===== src/rtl/weight_tile_pkg.sv =====
// Shared types and helpers for the weight tile sequencer.
package weight_tile_pkg;

   localparam int LANES  = 16;
   localparam int ADDR_W = 17;
   localparam int DIM_W  = 12;
   localparam int CNT_W  = 5;
   localparam int IDX_W  = 16;

   typedef enum logic [2:0] {
      IDLE  = 3'd0,
      CHECK = 3'd1,
      ISSUE = 3'd2,
      WAIT  = 3'd3,
      DONE  = 3'd4
   } seq_state_t;

   typedef struct packed {
      logic [ADDR_W-1:0] base;
      logic [CNT_W-1:0]  rows;
      logic [LANES-1:0]  mask;
      logic              first_k;
      logic              last_k;
   } tile_desc_t;

   // Thermometer mask with the low n lanes set (n in 0..LANES).
   function automatic logic [LANES-1:0] mask_from_count(input logic [CNT_W-1:0] n);
      logic [LANES-1:0] m;
      m = {LANES{1'b0}};
      for (int i = 0; i < LANES; i++) begin
         m[i] = (CNT_W'(i) < n);
      end
      return m;
   endfunction

endpackage


===== src/rtl/weight_tile_sequencer_dim_counter.sv =====
// Per-dimension tile walker: remaining elements, first/last tile flags.
module tile_dim_counter
   import weight_tile_pkg::*;
(
   input  logic             clock,
   input  logic             reset,
   input  logic             clear,
   input  logic             step,
   input  logic [DIM_W-1:0] dim,
   output logic [CNT_W-1:0] count,
   output logic             first,
   output logic             last
);

   logic [DIM_W-1:0] remain_r;
   logic             first_r;

   // Reload the full dimension on clear, consume one tile's worth on step
   always_ff @(posedge clock) begin
      if (reset) begin
         remain_r <= {DIM_W{1'b0}};
         first_r  <= 1'b0;
      end else if (clear) begin
         remain_r <= dim;
         first_r  <= 1'b1;
      end else if (step) begin
         remain_r <= remain_r - DIM_W'(LANES);
         first_r  <= 1'b0;
      end
   end

   // Clamp the remaining element count to one tile and flag the final tile
   always_comb begin
      if (remain_r >= DIM_W'(LANES)) begin
         count = CNT_W'(LANES);
      end else begin
         count = remain_r[CNT_W-1:0];
      end
      last  = (remain_r <= DIM_W'(LANES));
      first = first_r;
   end

endmodule


===== src/rtl/weight_tile_sequencer.sv =====
// Walks a K x N row-major weight matrix in 16x16 tiles (N outer, K inner)
// and hands one descriptor at a time to the tiling address generator.
module weight_tile_sequencer
   import weight_tile_pkg::*;
(
   input  logic              clock,
   input  logic              reset,
   input  logic              io_start,
   input  logic              io_abort,
   input  logic [DIM_W-1:0]  io_cfgK,
   input  logic [DIM_W-1:0]  io_cfgN,
   input  logic [ADDR_W-1:0] io_cfgBase,
   output logic              io_busy,
   output logic              io_done,
   output logic              io_tileValid,
   input  logic              io_tileReady,
   output logic [ADDR_W-1:0] io_tileBase,
   output logic [DIM_W-1:0]  io_tileStride,
   output logic [CNT_W-1:0]  io_tileRows,
   output logic [LANES-1:0]  io_laneMask,
   output logic              io_tileFirstK,
   output logic              io_tileLastK,
   output logic [IDX_W-1:0]  io_tileIdx,
   input  logic              io_genDone
);

   seq_state_t        state_r, next_state_s;
   logic [DIM_W-1:0]  k_r, n_r;
   logic [ADDR_W-1:0] base_r, col_base_r;
   logic [IDX_W-1:0]  idx_r;
   logic              last_tile_r;
   tile_desc_t        desc_r;
   logic              valid_r, busy_r, done_r;
   logic              valid_nx_s, busy_nx_s, done_nx_s, load_desc_s;

   logic              start_acc_s, accept_s, gen_done_s, zero_dim_s;
   logic [CNT_W-1:0]  k_cnt_s, n_cnt_s;
   logic              k_first_s, k_last_s, n_first_s, n_last_s;

   assign start_acc_s = (state_r == IDLE) && io_start;
   assign accept_s    = (state_r == ISSUE) && io_tileReady && !io_abort;
   assign gen_done_s  = (state_r == WAIT) && io_genDone && !io_abort;
   assign zero_dim_s  = (k_r == {DIM_W{1'b0}}) || (n_r == {DIM_W{1'b0}});

   // K walker restarts at every new N-tile; the config is taken straight
   // from the inputs on the start cycle because the latch lands together.
   tile_dim_counter u_k_cnt (
      .clock (clock),
      .reset (reset),
      .clear (start_acc_s || (accept_s && k_last_s)),
      .step  (accept_s && !k_last_s),
      .dim   (start_acc_s ? io_cfgK : k_r),
      .count (k_cnt_s),
      .first (k_first_s),
      .last  (k_last_s)
   );

   tile_dim_counter u_n_cnt (
      .clock (clock),
      .reset (reset),
      .clear (start_acc_s),
      .step  (accept_s && k_last_s && !n_last_s),
      .dim   (io_cfgN),
      .count (n_cnt_s),
      .first (n_first_s),
      .last  (n_last_s)
   );

   // State register
   always_ff @(posedge clock) begin
      if (reset) begin
         state_r <= IDLE;
      end else begin
         state_r <= next_state_s;
      end
   end

   // Next-state logic; abort outranks everything outside IDLE
   always_comb begin
      next_state_s = state_r;
      if ((state_r != IDLE) && io_abort) begin
         next_state_s = IDLE;
      end else begin
         case (state_r)
            IDLE: begin
               if (io_start) next_state_s = CHECK;
               else          next_state_s = IDLE;
            end
            CHECK: begin
               // Empty matrix, or walkers not parked on tile 0: nothing to issue
               if (zero_dim_s || !(k_first_s && n_first_s)) next_state_s = DONE;
               else                                         next_state_s = ISSUE;
            end
            ISSUE: begin
               if (io_tileReady) next_state_s = WAIT;
               else              next_state_s = ISSUE;
            end
            WAIT: begin
               if (io_genDone) begin
                  if (last_tile_r) next_state_s = DONE;
                  else             next_state_s = ISSUE;
               end else begin
                  next_state_s = WAIT;
               end
            end
            DONE:    next_state_s = IDLE;
            default: next_state_s = IDLE;
         endcase
      end
   end

   // Output decode from the upcoming state so the flags can be registered
   always_comb begin
      valid_nx_s = 1'b0;
      busy_nx_s  = 1'b0;
      done_nx_s  = 1'b0;
      case (next_state_s)
         CHECK: busy_nx_s = 1'b1;
         ISSUE: begin
            valid_nx_s = 1'b1;
            busy_nx_s  = 1'b1;
         end
         WAIT:  busy_nx_s = 1'b1;
         DONE:  done_nx_s = 1'b1;
         default: begin
            valid_nx_s = 1'b0;
            busy_nx_s  = 1'b0;
            done_nx_s  = 1'b0;
         end
      endcase
      load_desc_s = (next_state_s == ISSUE) && (state_r != ISSUE);
   end

   // Registered handshake flags and descriptor, frozen while ISSUE waits
   always_ff @(posedge clock) begin
      if (reset) begin
         valid_r <= 1'b0;
         busy_r  <= 1'b0;
         done_r  <= 1'b0;
         desc_r  <= '{base: {ADDR_W{1'b0}}, rows: {CNT_W{1'b0}}, mask: {LANES{1'b0}},
                      first_k: 1'b0, last_k: 1'b0};
      end else begin
         valid_r <= valid_nx_s;
         busy_r  <= busy_nx_s;
         done_r  <= done_nx_s;
         if (load_desc_s) begin
            desc_r <= '{base: base_r, rows: k_cnt_s, mask: mask_from_count(n_cnt_s),
                        first_k: k_first_s, last_k: k_last_s};
         end
      end
   end

   // Config latch and address walk; the next tile is prepared at accept
   // so its descriptor is ready the cycle genDone arrives.
   always_ff @(posedge clock) begin
      if (reset) begin
         k_r         <= {DIM_W{1'b0}};
         n_r         <= {DIM_W{1'b0}};
         base_r      <= {ADDR_W{1'b0}};
         col_base_r  <= {ADDR_W{1'b0}};
         idx_r       <= {IDX_W{1'b0}};
         last_tile_r <= 1'b0;
      end else if (start_acc_s) begin
         k_r         <= io_cfgK;
         n_r         <= io_cfgN;
         base_r      <= io_cfgBase;
         col_base_r  <= io_cfgBase;
         idx_r       <= {IDX_W{1'b0}};
         last_tile_r <= 1'b0;
      end else begin
         if (accept_s) begin
            last_tile_r <= k_last_s && n_last_s;
            if (k_last_s) begin
               col_base_r <= col_base_r + ADDR_W'(LANES);
               base_r     <= col_base_r + ADDR_W'(LANES);
            end else begin
               base_r     <= base_r + ADDR_W'({n_r, 4'b0000});
            end
         end
         if (gen_done_s) begin
            idx_r <= idx_r + 16'd1;
         end
      end
   end

   assign io_busy       = busy_r;
   assign io_done       = done_r;
   assign io_tileValid  = valid_r;
   assign io_tileBase   = desc_r.base;
   assign io_tileRows   = desc_r.rows;
   assign io_laneMask   = desc_r.mask;
   assign io_tileFirstK = desc_r.first_k;
   assign io_tileLastK  = desc_r.last_k;
   assign io_tileStride = n_r;
   assign io_tileIdx    = idx_r;

endmodule


===== config.mk =====
export PLATFORM = sky130hd
export DESIGN_NAME = weight_tile_sequencer
export DESIGN_NICKNAME = d
export VERILOG_FILES = /design/src/rtl/weight_tile_pkg.sv /design/src/rtl/weight_tile_sequencer_dim_counter.sv /design/src/rtl/weight_tile_sequencer.sv
export SDC_FILE = /design/constraint.sdc
export NUM_CORES = 1
export LEC_CHECK = 0
export CORE_ASPECT_RATIO = 0.6
export CORE_MARGIN = 1
export CORE_UTILIZATION = 35
export CTS_BUF_LIST = sky130_fd_sc_hd__clkbuf_2 sky130_fd_sc_hd__clkbuf_4 sky130_fd_sc_hd__clkbuf_8
export DETAILED_ROUTE_END_ITERATION = 16
export HOLD_SLACK_MARGIN = 0.08
export PLACE_DENSITY_LB_ADDON = 0.1
export SLEW_MARGIN = 0
export SYNTH_ARGS = -nofsm -noshare
export SYNTH_HDL_FRONTEND = slang
export SYNTH_SLANG_ARGS = --single-unit

===== constraint.sdc =====
create_clock -name clock -period 3.6 [get_ports clock]
set_input_delay 0.9 -clock clock [delete_from_list [all_inputs] [get_ports clock]]
set_output_delay 0.9 -clock clock [all_outputs]
set_load 0.005 [all_outputs]

# Word level (Yosys, flattened, before mapping)
# Index checks and enable logic that the tools add are counted.
dict set report word_totals {
  register_bits 147
  inputBits 47
  output_inout_bits 71
  wordCells 109
}
dict set report op_classes {
  n_addsub 5
  order_cmp 20
  eq_ne 8
  n_mux 27
  reduce_logical 30
}
# cell count
set op_table {}
lappend op_table {{$mux 17} 6}
lappend op_table {{$mux 12} 5}
lappend op_table {{$lt 4x5->1 const A} 8}
lappend op_table {{$ge 12x5->1 const B} 2}
lappend op_table {{$le 12x5->1 const B} 2}
lappend op_table {{$logic_not 12->1} 2}
lappend op_table {{$sub 12x5->12 const B} 2}
lappend op_table {{$lt 3x5->1 const A} 4}
lappend op_table {{$add 17x16->17} 1}
lappend op_table {{$add 17x5->17 const B} 1}
lappend op_table {{$add 16x1->16 const B} 1}
lappend op_table {{$eq 3x2->1 const B} 4}
lappend op_table {{$logic_and 1x1->1} 12}
lappend op_table {{$mux 3} 4}
lappend op_table {{$pmux 3 s4} 1}
lappend op_table {{$lt 1x5->1 const A} 2}
lappend op_table {{$lt 2x5->1 const A} 2}
lappend op_table {{$mux 5} 2}
lappend op_table {{$mux 1} 9}
lappend op_table {{$reduce_bool 2->1} 4}
lappend op_table {{$eq 3x1->1 const B} 2}
lappend op_table {{$logic_not 1->1} 4}
lappend op_table {{$eq 3x3->1 const B} 1}
lappend op_table {{$logic_not 3->1} 1}
lappend op_table {{other kinds (6)} 8}

# Logic depth before layout (Yosys ltp)
# Gate-level depths: netlist of the first run.
dict set report logic_depth {
  ltp_word 9
  depth_mapped 9
  depth_no_buf 8
}

# By module
# A second synthesis of the first run with hierarchy kept.
dict set report hier_totals {
  cells_unflattened 919
  area_unflattened_um2 7536.0
}
# mod instances cells_per_inst area_each_um2 seq_area_each_um2
set modules_own_cells {}
lappend modules_own_cells {weight_tile_sequencer 1 747 6107.1 2422.3}
lappend modules_own_cells {tile_dim_counter 2 86 714.4 260.2}

# Worst setup path after synthesis of the first run
# Ideal clock, no wire load.
dict set report synth_path {
  kind {input to register}
  from {input io_start}
  to {register base_r[4]}
  setup_time_ns 0.071
  arrival_ns 2.230
  required_time_ns 3.529
  slack_ns 1.299
  cell_stages 7
  path_buffers 3
  path_cell_list {nor2b_1 > and2_0 > buf_2 > buf_2 > clkbuf_1 > nand2_1 > a21oi_1}
}
dict set report synth_via {
  elab_chain_len 2
  elab_cells_between_ends 3
  cone_classes {mux: 1; reduce/logical: 2}
}
# item line_no
set synth_lines {}
lappend synth_lines {{start, declared} weight_tile_sequencer.sv:8} ;# input logic io_start,
lappend synth_lines {{$logic_and 1x1->1 *} weight_tile_sequencer.sv:40} ;# assign start_acc_s = (state_r == IDLE) && io_start;
lappend synth_lines {{$mux 17 or $reduce_bool 2->1 (tied branches)} -}
lappend synth_lines {{end signal, assigned} weight_tile_sequencer.sv:159} ;# base_r <= {ADDR_W{1'b0}};
lappend synth_lines {{end signal, assigned} weight_tile_sequencer.sv:166} ;# base_r <= io_cfgBase;
lappend synth_lines {{end signal, assigned} weight_tile_sequencer.sv:175} ;# base_r <= col_base_r + ADDR_W'(LANES);
lappend synth_lines {{end, declared} weight_tile_sequencer.sv:29} ;# logic [ADDR_W-1:0] base_r, col_base_r;
# Mark *: on every way between the ends. The rest lies on a longest branch, timed or not.
# A chain may end at the register's enable or synchronous reset.

# Worst setup path after layout of the first run
dict set report layout_path {
  from {input io_abort}
  to {register desc_r, in the netlist io_laneMask[13]}
}
dict set report layout_via {
  elab_chain_len 4
}
# item line_no
set layout_lines {}
lappend layout_lines {{start, declared} weight_tile_sequencer.sv:9} ;# input logic io_abort,
lappend layout_lines {{$logic_and 1x1->1} weight_tile_sequencer.sv:81} ;# if ((state_r != IDLE) && io_abort) begin
lappend layout_lines {{$mux 3} weight_tile_sequencer.sv:81}
lappend layout_lines {{$eq 3x2->1} weight_tile_sequencer.sv:131} ;# load_desc_s = (next_state_s == ISSUE) && (state_r != ISSUE);
lappend layout_lines {{$logic_and 1x1->1} weight_tile_sequencer.sv:131}
lappend layout_lines {{end signal, assigned} weight_tile_sequencer.sv:140} ;# desc_r <= '{base: {ADDR_W{1'b0}}, rows: {CNT_W{1'b0}}, mask: {LANES{1'b0}},
lappend layout_lines {{end signal, assigned} weight_tile_sequencer.sv:147} ;# desc_r <= '{base: base_r, rows: k_cnt_s, mask: mask_from_count(n_cnt_s),
lappend layout_lines {{end, declared} weight_tile_sequencer.sv:32} ;# tile_desc_t desc_r;
# No other way between the ends.

==> results of run 1 <==
## worst register-to-register path, cell delays in order, from the launching register on
cell	delay, ns
dfxtp_1	0.35
nor4_2	0.52
a21oi_1	0.23
nor2_1	0.48
buf_4	0.28
nor2_1	0.07
o31a_1	0.23
a211oi_1	0.26
## where the power goes
part	switching [mW]	internal, mW	leakage (nW)
clock	0.657	0.649	0.201
sequential	0.124	1.72	1.20
combinational	0.489	0.334	1.76
## metrics by stage
step	hold slack, ns	utilization, %	std cells	setup WS [ns]	total power, mW
2_1_floorplan	0.4320	-	894	1.299	2.379
3_3_place_gp	0.4420	43.12	1250	0.4945	2.694
3_5_place_dp	0.4422	43.12	1250	0.4556	2.689
4_1_cts	0.4541	45.09	1282	0.9487	3.995
5_1_grt	0.4845	45.09	1282	0.6907	4.171
6_report	0.4539	45.09	1282	0.9395	3.972
## registers in the layout (all words and copies together), names as in the netlist, 3 cells and up
signal / count
k_r: 12
io_tileStride: 12
u_n_cnt.remain_r: 12
state_r: 3
io_tileBase: 17
io_laneMask: 16
base_r: 17
u_k_cnt.remain_r: 12
io_tileRows: 5
col_base_r: 17
io_tileIdx: 16
## cell usage in the layout, fill, tap and decap left out, types with 14 or more instances in the layout
master,instances
nand4_1,14
o21ai_0,59
clkbuf_8,19
nor3_1,16
ha_1,18
nor4_1,16
a21oi_1,112
clkdlybuf4s50_1,116
buf_4,28
nand2_1,108
xor2_1,21
nand3_1,38
a311oi_1,19
a211oi_1,22
xnor2_1,19
nor2_1,93
dfxtp_1,147
## layout make-up
class / count / area [um^2]
Fill cell: 2081 / 11050
Multi-Input combinational cell: 673 / 3971
Timing Repair Buffer: 144 / 1371
Clock inverter: 13 / 135.1
Inverter: 13 / 48.80
Clock buffer: 19 / 261.5
Tap cell: 273 / 341.6
Sequential cell: 147 / 2943
## logic make-up after synthesis
kind of cell,share of synthesized area (%)
flip-flops,40.75
XOR/XNOR,4.851
adder cells (fa/ha/maj),3.396
buffers and inverters,4.314
multiplexers,1.334
AND/OR/NAND/NOR,23.06
AO/OA/AOI/OAI,22.30
## routing by layer
metal  global-route usage [%]  up-vias
met1                    35.76     3179
li1                         -     3423
met5                        0        -
met3                    6.110       11
met4                    4.607        0
met2                    28.40      222
## final timing paths
path | from | endpoint | slack [ns] | depth (start not counted)
setup / recovery | io_abort | io_laneMask[13] | 0.94 | 7
hold / removal | col_base_r[0] | col_base_r[0] | 0.45 | 2
setup reg to reg | u_k_cnt.remain_r[0] | u_k_cnt.remain_r[11] | 1.10 | 7
hold reg to reg | col_base_r[0] | col_base_r[0] | 0.45 | 2
==> metrics.md, run 1 <==
| Metric | Value |
|---|---|
| Status | finished, final reports clean |
| Total Routed Length | roughly 23000 um |
| Routed Antenna Nets | 0 |
| Row Count | 40 |
| CTS buffer count | 17 |
| Pwr per Cell Area | 437.8 nW/um^2 |
| CTS tree | built |
| Met3 Wirelength | 1675 um |
| H-tree Lvls | 4 |
| CTS root buf | clkbuf_8 |
| Final hold violations | 0 |
| DIE WIDTH | about 190 um |
| Critical path startpoint category | input port |
| 1st-iter DRT viols | 579 |
| CP Capture Type | register |
| Maxcap violations | 0 |
| Final Setup Violations | 0 |
| Clk_skew | 0.01079 ns |
| Sink Count | 147 |
| Syn Inst Count | 894 |
| Final Cell Area | around 9000 um^2 |
| Die area | 21230 um^2 |
| GRT Resource Usage Total | 22.32% |
| Maximum clock rate | 375.9 MHz |
| Global-route wire length before repair | 36340 um |
| Max layer used | met4 |
| Layout area overhead | 25.62% |
| Tmin final | 2.660 ns |
| TNS Setup | 0 ns |
| Routed length on met1 | 12720 um |
| FF+latch count, synth | 147 |
| Drt pass-1 iters | 5 |
| Vias | 6835 |
| Fin nets | 1062 |
| Synth top cells by count | dfxtp_1, a21oi_1, nand2_1 |
| WS Path Type | input port to register |
| Hold crit path type | register to register |
| DP Area | 8676 um^2 |
| Post-synth cell types | 73 |
| Initial core utilization | around 36% |
| Cell accounting for the most synthesized area | dfxtp_1 |
| Crit path buf inv count | 2 |
| Post-CTS resize count | 0 |
| Worst Max-Slew Pin Slew | 0.8243 ns |
| Clock tree buffer depth | 2 |
| Sequential share of the synthesized area | 40.75% |
| Antenna violations before repair | 0 |
| Synth top area cells | dfxtp_1, a21oi_1, nand2_1 |
| GPL Wtd Cong | between 0.8 and 0.9 |
| Main flop type after synthesis | dfxtp_1 |
| Syn nets | 960 |
| # port buffers | 117 |
| Max-slew headroom at the worst pin | 45.05% |
| P_leak | 3.157 nW |
| Routed length on met2 | between 8000 and 9000 um |
| Cts hold-fix bufs | 0 |
| Largest net degree at the start of global routing | between 40 and 50 |
| Top delay family on crit path | buffers and inverters |
| Post-CTS setup-driven buffer insertion count | 0 |
| DRC viols | 0 |
| Syn_area_per_cell | 8.078 um^2 |
| Post-Syn Area | 7222 um^2 |
| VDD IR-drop max | 247.8 uV |
| CORE AREA | 20120 um^2 |
| Slew Viols, Final | 0 |
| I/O pins | 118 |
| Synth top area share | 40.75% |
| Vias per std cell | 5.332 |
| Count leader, synth | dfxtp_1 |
| Unrepaired setup endpoints after global routing | false |
| Critical Path AT | 3.03 ns |
| DPL Wire Length | about 17000 um |
| Crit path max fanout | 40 |
| Yosys warnings | 0 |
| Ant. Diodes | 0 |
| Slowest cell on crit path | clkdlybuf4s50_1 |
| Critical path's largest stage delay | ~0.51 ns |
| WL per Instance | 17.95 um |
| Critical-path cell list | clkdlybuf4s50_1, nor3b_1, and2_1, o2111a_1, buf_4, a21oi_1, a311oi_1 |
| Clk slew on worst S/H paths | 0.08 ns |
| Clock Latency Late Sink | about 0.46 ns |
| EDFF count, synth | 0 |
| Die height | 113.3 um |
| Vias in the first global route | 6193 |
| GRT overflow | 0 |
| Tcrit/Tclk final | 73.90% |
| Async set-reset flop share out of synthesis | 0% |
| Layout cell share with drive strength beyond 1 | 8.325% |
| Critical Path RT | roughly 4 ns |
(Power assumes the default switching activity.)
==> run 2, diff against run 1 <==
clock period = 2.45 ns   (was 3.6 ns; I/O delays follow)
==> run 2 against run 1 <==
Effect of this change: final area up 6.5%; count of clock-buffer cells in the layout up 4; combinational power up 70%; clock skew about the same; sequential cell count unchanged; critical endpoint is now base_r[14]; register-to-register slack worse by 0.94 ns; largest power group unchanged; sequential share of layout area down 2.0 points.
==> metrics.md, run 2 (same netlist as run 1, synthesis figures left out) <==
| Metric | Value |
|---|---|
| Filler cell count | roughly 2000 |
| Pwr per Cell Area | 646.7 nW/um^2 |
| Drt pass-1 iters | 5 |
| Critical path's largest stage delay | approximately 0.43 ns |
| Post-CTS resize count | 0 |
| Fin nets | 1123 |
| I/O pins | approximately 120 |
| CTS root buf | clkbuf_8 |
| Core Util, Final | 48.03% |
| P_leak | 3.510 nW |
| Critical Path RT | around 2.8 ns |
| Clock Latency Late Sink | roughly 0.46 ns |
| Row Count | 40 |
| Unrepaired setup endpoints after global routing | false |
| Worst Max-Slew Pin Slew | 0.7675 ns |
| Slew Viols, Final | 0 |
| Final Setup Violations | 0 |
| Hold crit path type | register to register |
| Clk slew on worst S/H paths | 0.08 ns |
| 1st-iter DRT viols | 581 |
| GRT overflow | 0 |
| CP Capture Type | register |
| Crit path max fanout | 4 |
| Initial core utilization | 35.90% |
| WL per Instance | 17.20 um |
| Maximum clock rate | approximately 440 MHz |
| Largest net degree at the start of global routing | 50 |
| GRT Resource Usage Total | roughly 22% |
| H-tree Lvls | 4 |
| Leading cell type in the layout, fill and taps excluded | dfxtp_1 |
| CORE AREA | 20120 um^2 |
| Cts hold-fix bufs | 0 |
| Max-slew headroom at the worst pin | 48.83% |
| Maxcap violations | 0 |
| Critical Path AT | 2.63 ns |
| Tmin final | 2.287 ns |
| Crit-path most repeated cell | a21oi_1 |
| Vias in the first global route | 6223 |
| Layout cell share with drive strength beyond 1 | 13.55% |
| Most frequent cells in the layout | dfxtp_1, clkdlybuf4s50_1, a21oi_1 |
| Status | finished, final reports clean |
| Area of the multi-input gates | 3971 um^2 |
| Sink Count | approximately 150 |
| VDD IR-drop max | roughly 340 uV |
| Critical-path cell list | ha_1, fa_1, a21oi_1, o221ai_1, a21oi_1, o21ai_0, xnor2_1, a31oi_1 |
| Clock tree buffer depth | 2 |
| Sequential Area | 2943 um^2 |
| Routed Antenna Nets | 0 |
| GPL Wtd Cong | between 0.8 and 0.9 |
| CTS tree | built |
| Post-CTS setup-driven buffer insertion count | 0 |
| DPL Wire Length | about 17000 um |
| DIE WIDTH | 187.4 um |
| Vias per std cell | 5.229 |
| Clk_skew | 0.01076 ns |
| DRC viols | 0 |
| Layout area overhead | 33.80% |
| Ant. Diodes | 0 |
| Flop2flop setup slack | 0.16 ns |
| Die area | around 21000 um^2 |
| WS Path Type | register to register |
| CTS buffer count | 17 |
| Critical path startpoint category | register |
| Antenna violations before repair | 0 |
| Final hold violations | 0 |
| # port buffers | 117 |
| Tcrit/Tclk final | 93.35% |
| Die height | 113.3 um |
| Slowest cell on crit path | fa_1 |
| TNS Setup | 0 ns |
| Total Routed Length | 23090 um |
| Global-route wire length before repair | 36200 um |
| Vias | 7023 |
run 2: cell count changes in the layout (fill, tap and decap cells not counted), sizes merged:
| cell | delta |
|---|---|
| buf | +61 |
| clkbuf | +4 |
| bufinv | +2 |
| clkinv | -6 |
run 2: path summary, 6_finish.rpt:
path | cells past startpoint | from | endpoint
max reg2reg | 8 | base_r[4] | base_r[14]
min reg2reg | 2 | col_base_r[0] | col_base_r[0]
min | 2 | col_base_r[0] | col_base_r[0]
max | 8 | base_r[4] | base_r[14]
run 2: where the power goes:
part | internal (mW) | switching (mW)
logic | 0.617 | 0.780
clock network | 1.24 | 0.944
registers | 2.52 | 0.146
total | 4.38 | 1.87
run 2: cell type report:
| cell class | count | share of cell area [%] |
|---|---|---|
| Multi-Input combinational cell | 673 | 41.10 |
| Timing Repair Buffer | 205 | 19.71 |
| Inverter | 13 | 0.5050 |
| Clock inverter | 9 | 1.554 |
| Clock buffer | 23 | 3.146 |
| Sequential cell | 147 | 30.45 |
| Tap cell | 273 | 3.535 |
run 2: stage by stage:
step	total power [mW]	setup slack [ns]	hold slack, ns	std cells	cell area, um^2
after detailed placement	4.102	-0.2290	0.4423	1311	9209
final	6.249	0.1629	0.4534	1343	9663
after global routing	6.558	0.02008	0.4884	1343	9663
after global placement	4.104	-0.1652	0.4392	1311	9209
after CTS	6.273	0.1792	0.4536	1343	9663
after floorplan	3.495	0.3902	0.4320	894	7222
run 2: layer usage:
metal	wire [um]	up-vias	GRT usage [%]	share of wire [%]
met2	8305	256	27.43	36
li1	-	3553	-	-
met3	1795	18	5.397	7.8
met1	12750	3196	36.43	55
met4	242	0	5.691	1.0
met5	0	-	0	0
run 2: worst max-delay path: cells and delay by family, from the launching register on:
family / cells / cell delay, ns
AO/OA/AOI/OAI: 5 / 0.95
XOR/XNOR: 1 / 0.19
adder cells (fa/ha/maj): 2 / 0.67
flip-flops: 1 / 0.36
==> run 3, diff against run 2 <==
CORE_UTILIZATION = 23   (was 35)
SLEW_MARGIN = default   (was 0)
==> run 3 against run 2 <==
Effect of this change: sequential power is essentially flat; die area grew 51%; critical path depth grew 1; cell count grew 11%; register-to-register slack lost 0.03 ns; clock skew grew 0.011 ns; hold slack gained 0.0035 ns; critical endpoint is now u_k_cnt.remain_r[2].
==> metrics.md, run 3 (same netlist as run 1, synthesis figures left out) <==
| Metric | Value |
|---|---|
| Initial core utilization | 23.75% |
| Clk_skew | 0.02157 ns |
| Antenna violations before repair | 0 |
| Worst Setup SP | u_k_cnt.remain_r[3] |
| Flop2flop setup slack | 0.13 ns |
| R2R depth | 9 |
| CTS tree | built |
| Vias | 7023 |
| Critical path startpoint category | register |
| Sink Count | between 100 and 150 |
| VDD IR-drop max | 320.0 uV |
| Fin cells | 1492 |
| Vias in the first global route | between 6000 and 7000 |
| Layout cell share with drive strength beyond 1 | 14.94% |
| Critical Path RT | about 2.8 ns |
| Clock Latency Late Sink | 0.48 ns |
| Placed insts | 1460 |
| Critical Path AT | 2.70 ns |
| Drt pass-1 iters | 4 |
| Layout area overhead | 39.26% |
| RR Startpoint | u_k_cnt.remain_r[3] |
| Most frequent cells in the layout | dfxtp_1, clkdlybuf4s50_1, a21oi_1 |
| RR Endpoint | u_k_cnt.remain_r[2] |
| Final Setup Violations | 0 |
| GRT Resource Usage Total | around 17% |
| Routed Antenna Nets | 0 |
| Status | finished, final reports clean |
| Crit path max fanout | 11 |
| Total Routed Length | about 27000 um |
| Vias per std cell | 4.707 |
| Tot Pwr | 6.339 mW |
| Fin nets | roughly 1100 |
| 1st-iter DRT viols | between 500 and 600 |
| CTS root buf | clkbuf_8 |
| # port buffers | 117 |
| Hold crit path type | register to register |
| Final hold violations | 0 |
| Unrepaired setup endpoints after global routing | false |
| DPL Wire Length | 20760 um |
| GRT overflow | 0 |
| Ant. Diodes | 0 |
| Max-slew headroom at the worst pin | 46.84% |
| H-tree Lvls | 4 |
| WL per Instance | 18.14 um |
| Critical Path End | u_k_cnt.remain_r[2] |
| CORE AREA | approximately 30000 um^2 |
| Global-route wire length before repair | 41320 um |
| Slew Viols, Final | 0 |
| Worst Max-Slew Pin Slew | 0.7974 ns |
| Pre-CTS WS | -0.1900 ns |
| P_leak | 3.624 nW |
| Pwr per Cell Area | 630.3 nW/um^2 |
| Row Count | 49 |
| Die height | roughly 140 um |
| Maxcap violations | 0 |
| Tmin final | 2.320 ns |
| GPL Wtd Cong | 0.8189 |
| Maximum clock rate | 431.1 MHz |
| Clk slew on worst S/H paths | about 0.080 ns |
| Leading cell type in the layout, fill and taps excluded | dfxtp_1 |
| CTS buffer count | 17 |
| Die area | approximately 32000 um^2 |
| CP Capture Type | register |
| I/O pins | 118 |
| WS Path Type | register to register |
| Clock tree buffer depth | 2 |
| Fin worst setup slack | roughly 0.13 ns |
| Tcrit/Tclk final | 94.69% |
| DRC viols | 0 |
| Core Util, Final | 33.07% |
| Filler cell count | around 3200 |
| Largest net degree at the start of global routing | 41 |
| DIE WIDTH | 230.8 um |
==> run 3: cell types whose count changed in the layout (fill, tap and decap cells not counted) <==
cell / change
or2_1: -1
nor4_4: +1
buf_12: +9
clkinvlp_4: -1
buf_6: +1
clkbuf_8: -2
or2_4: +1
nor4_2: +1
buf_4: +4
clkinv_2: +3
nor4_1: -2
==> run 3: how the worst min path moves through the flow <==
stage | from | end | depth (start not counted) | slack, ns
detailed placement | col_base_r[2] | col_base_r[2] | 2 | 0.45
CTS | col_base_r[2] | col_base_r[2] | 2 | 0.46
global placement | col_base_r[2] | col_base_r[2] | 2 | 0.44
floorplan | col_base_r[0] | col_base_r[0] | 2 | 0.43
finish | col_base_r[2] | col_base_r[2] | 2 | 0.46
global route | col_base_r[0] | col_base_r[0] | 2 | 0.48
==> run 3: worst max-delay path, stage by stage (launching register included) <==
cell	delay, ns
dfxtp_1	0.36
nor4_4	0.45
buf_4	0.19
a21oi_1	0.07
or2_4	0.27
buf_4	0.19
a21oi_2	0.22
buf_6	0.19
nor2_1	0.05
a211oi_1	0.22
==> run 3: through the flow <==
stage	setup TNS (ns)	instance area [um^2]	hold slack [ns]
floorplan	0	7222	0.4320
global placement	-8.457	9595	0.4398
detailed placement	-8.682	9595	0.4462
CTS	0	10040	0.4582
global route	0	10060	0.4780
finish	0	10060	0.4569
==> run 3: report_power, final <==
| part | internal, mW | total, mW | switching, mW |
|---|---|---|---|
| sequential | 2.52 | 2.69 | 0.167 |
| clock | 1.18 | 2.16 | 0.987 |
| combinational | 0.671 | 1.48 | 0.813 |
| total | 4.37 | 6.34 | 1.97 |
==> run 3: layer usage <==
layer	vias up	track usage [%]	share of wire [%]
li1	3563	-	-
met1	3297	27.82	57
met2	147	21.43	37
met3	16	4.180	4.8
met4	0	4.183	1.1
met5	-	0	0
==> run 3: layout make-up <==
| cell class | count | area (um^2) | share of cell area, % |
|---|---|---|---|
| repair buffers | 219 | 2126 | 21.14 |
| flip-flops and latches | 147 | 2943 | 29.26 |
| multi-input cells | 673 | 3995 | 39.72 |
| inverters | 13 | 48.80 | 0.4852 |
| well taps | 408 | 510.5 | 5.076 |
| clock buffers | 21 | 276.5 | 2.749 |
| clock inverters | 11 | 157.7 | 1.568 |
==> run 3: repair_timing <==
item,4_1_cts,5_1_grt
setup endpoints to repair,3,31
hold buffers,0,0
gates resized for setup,1,4
pin swaps,0,1
buffers inserted,0,0
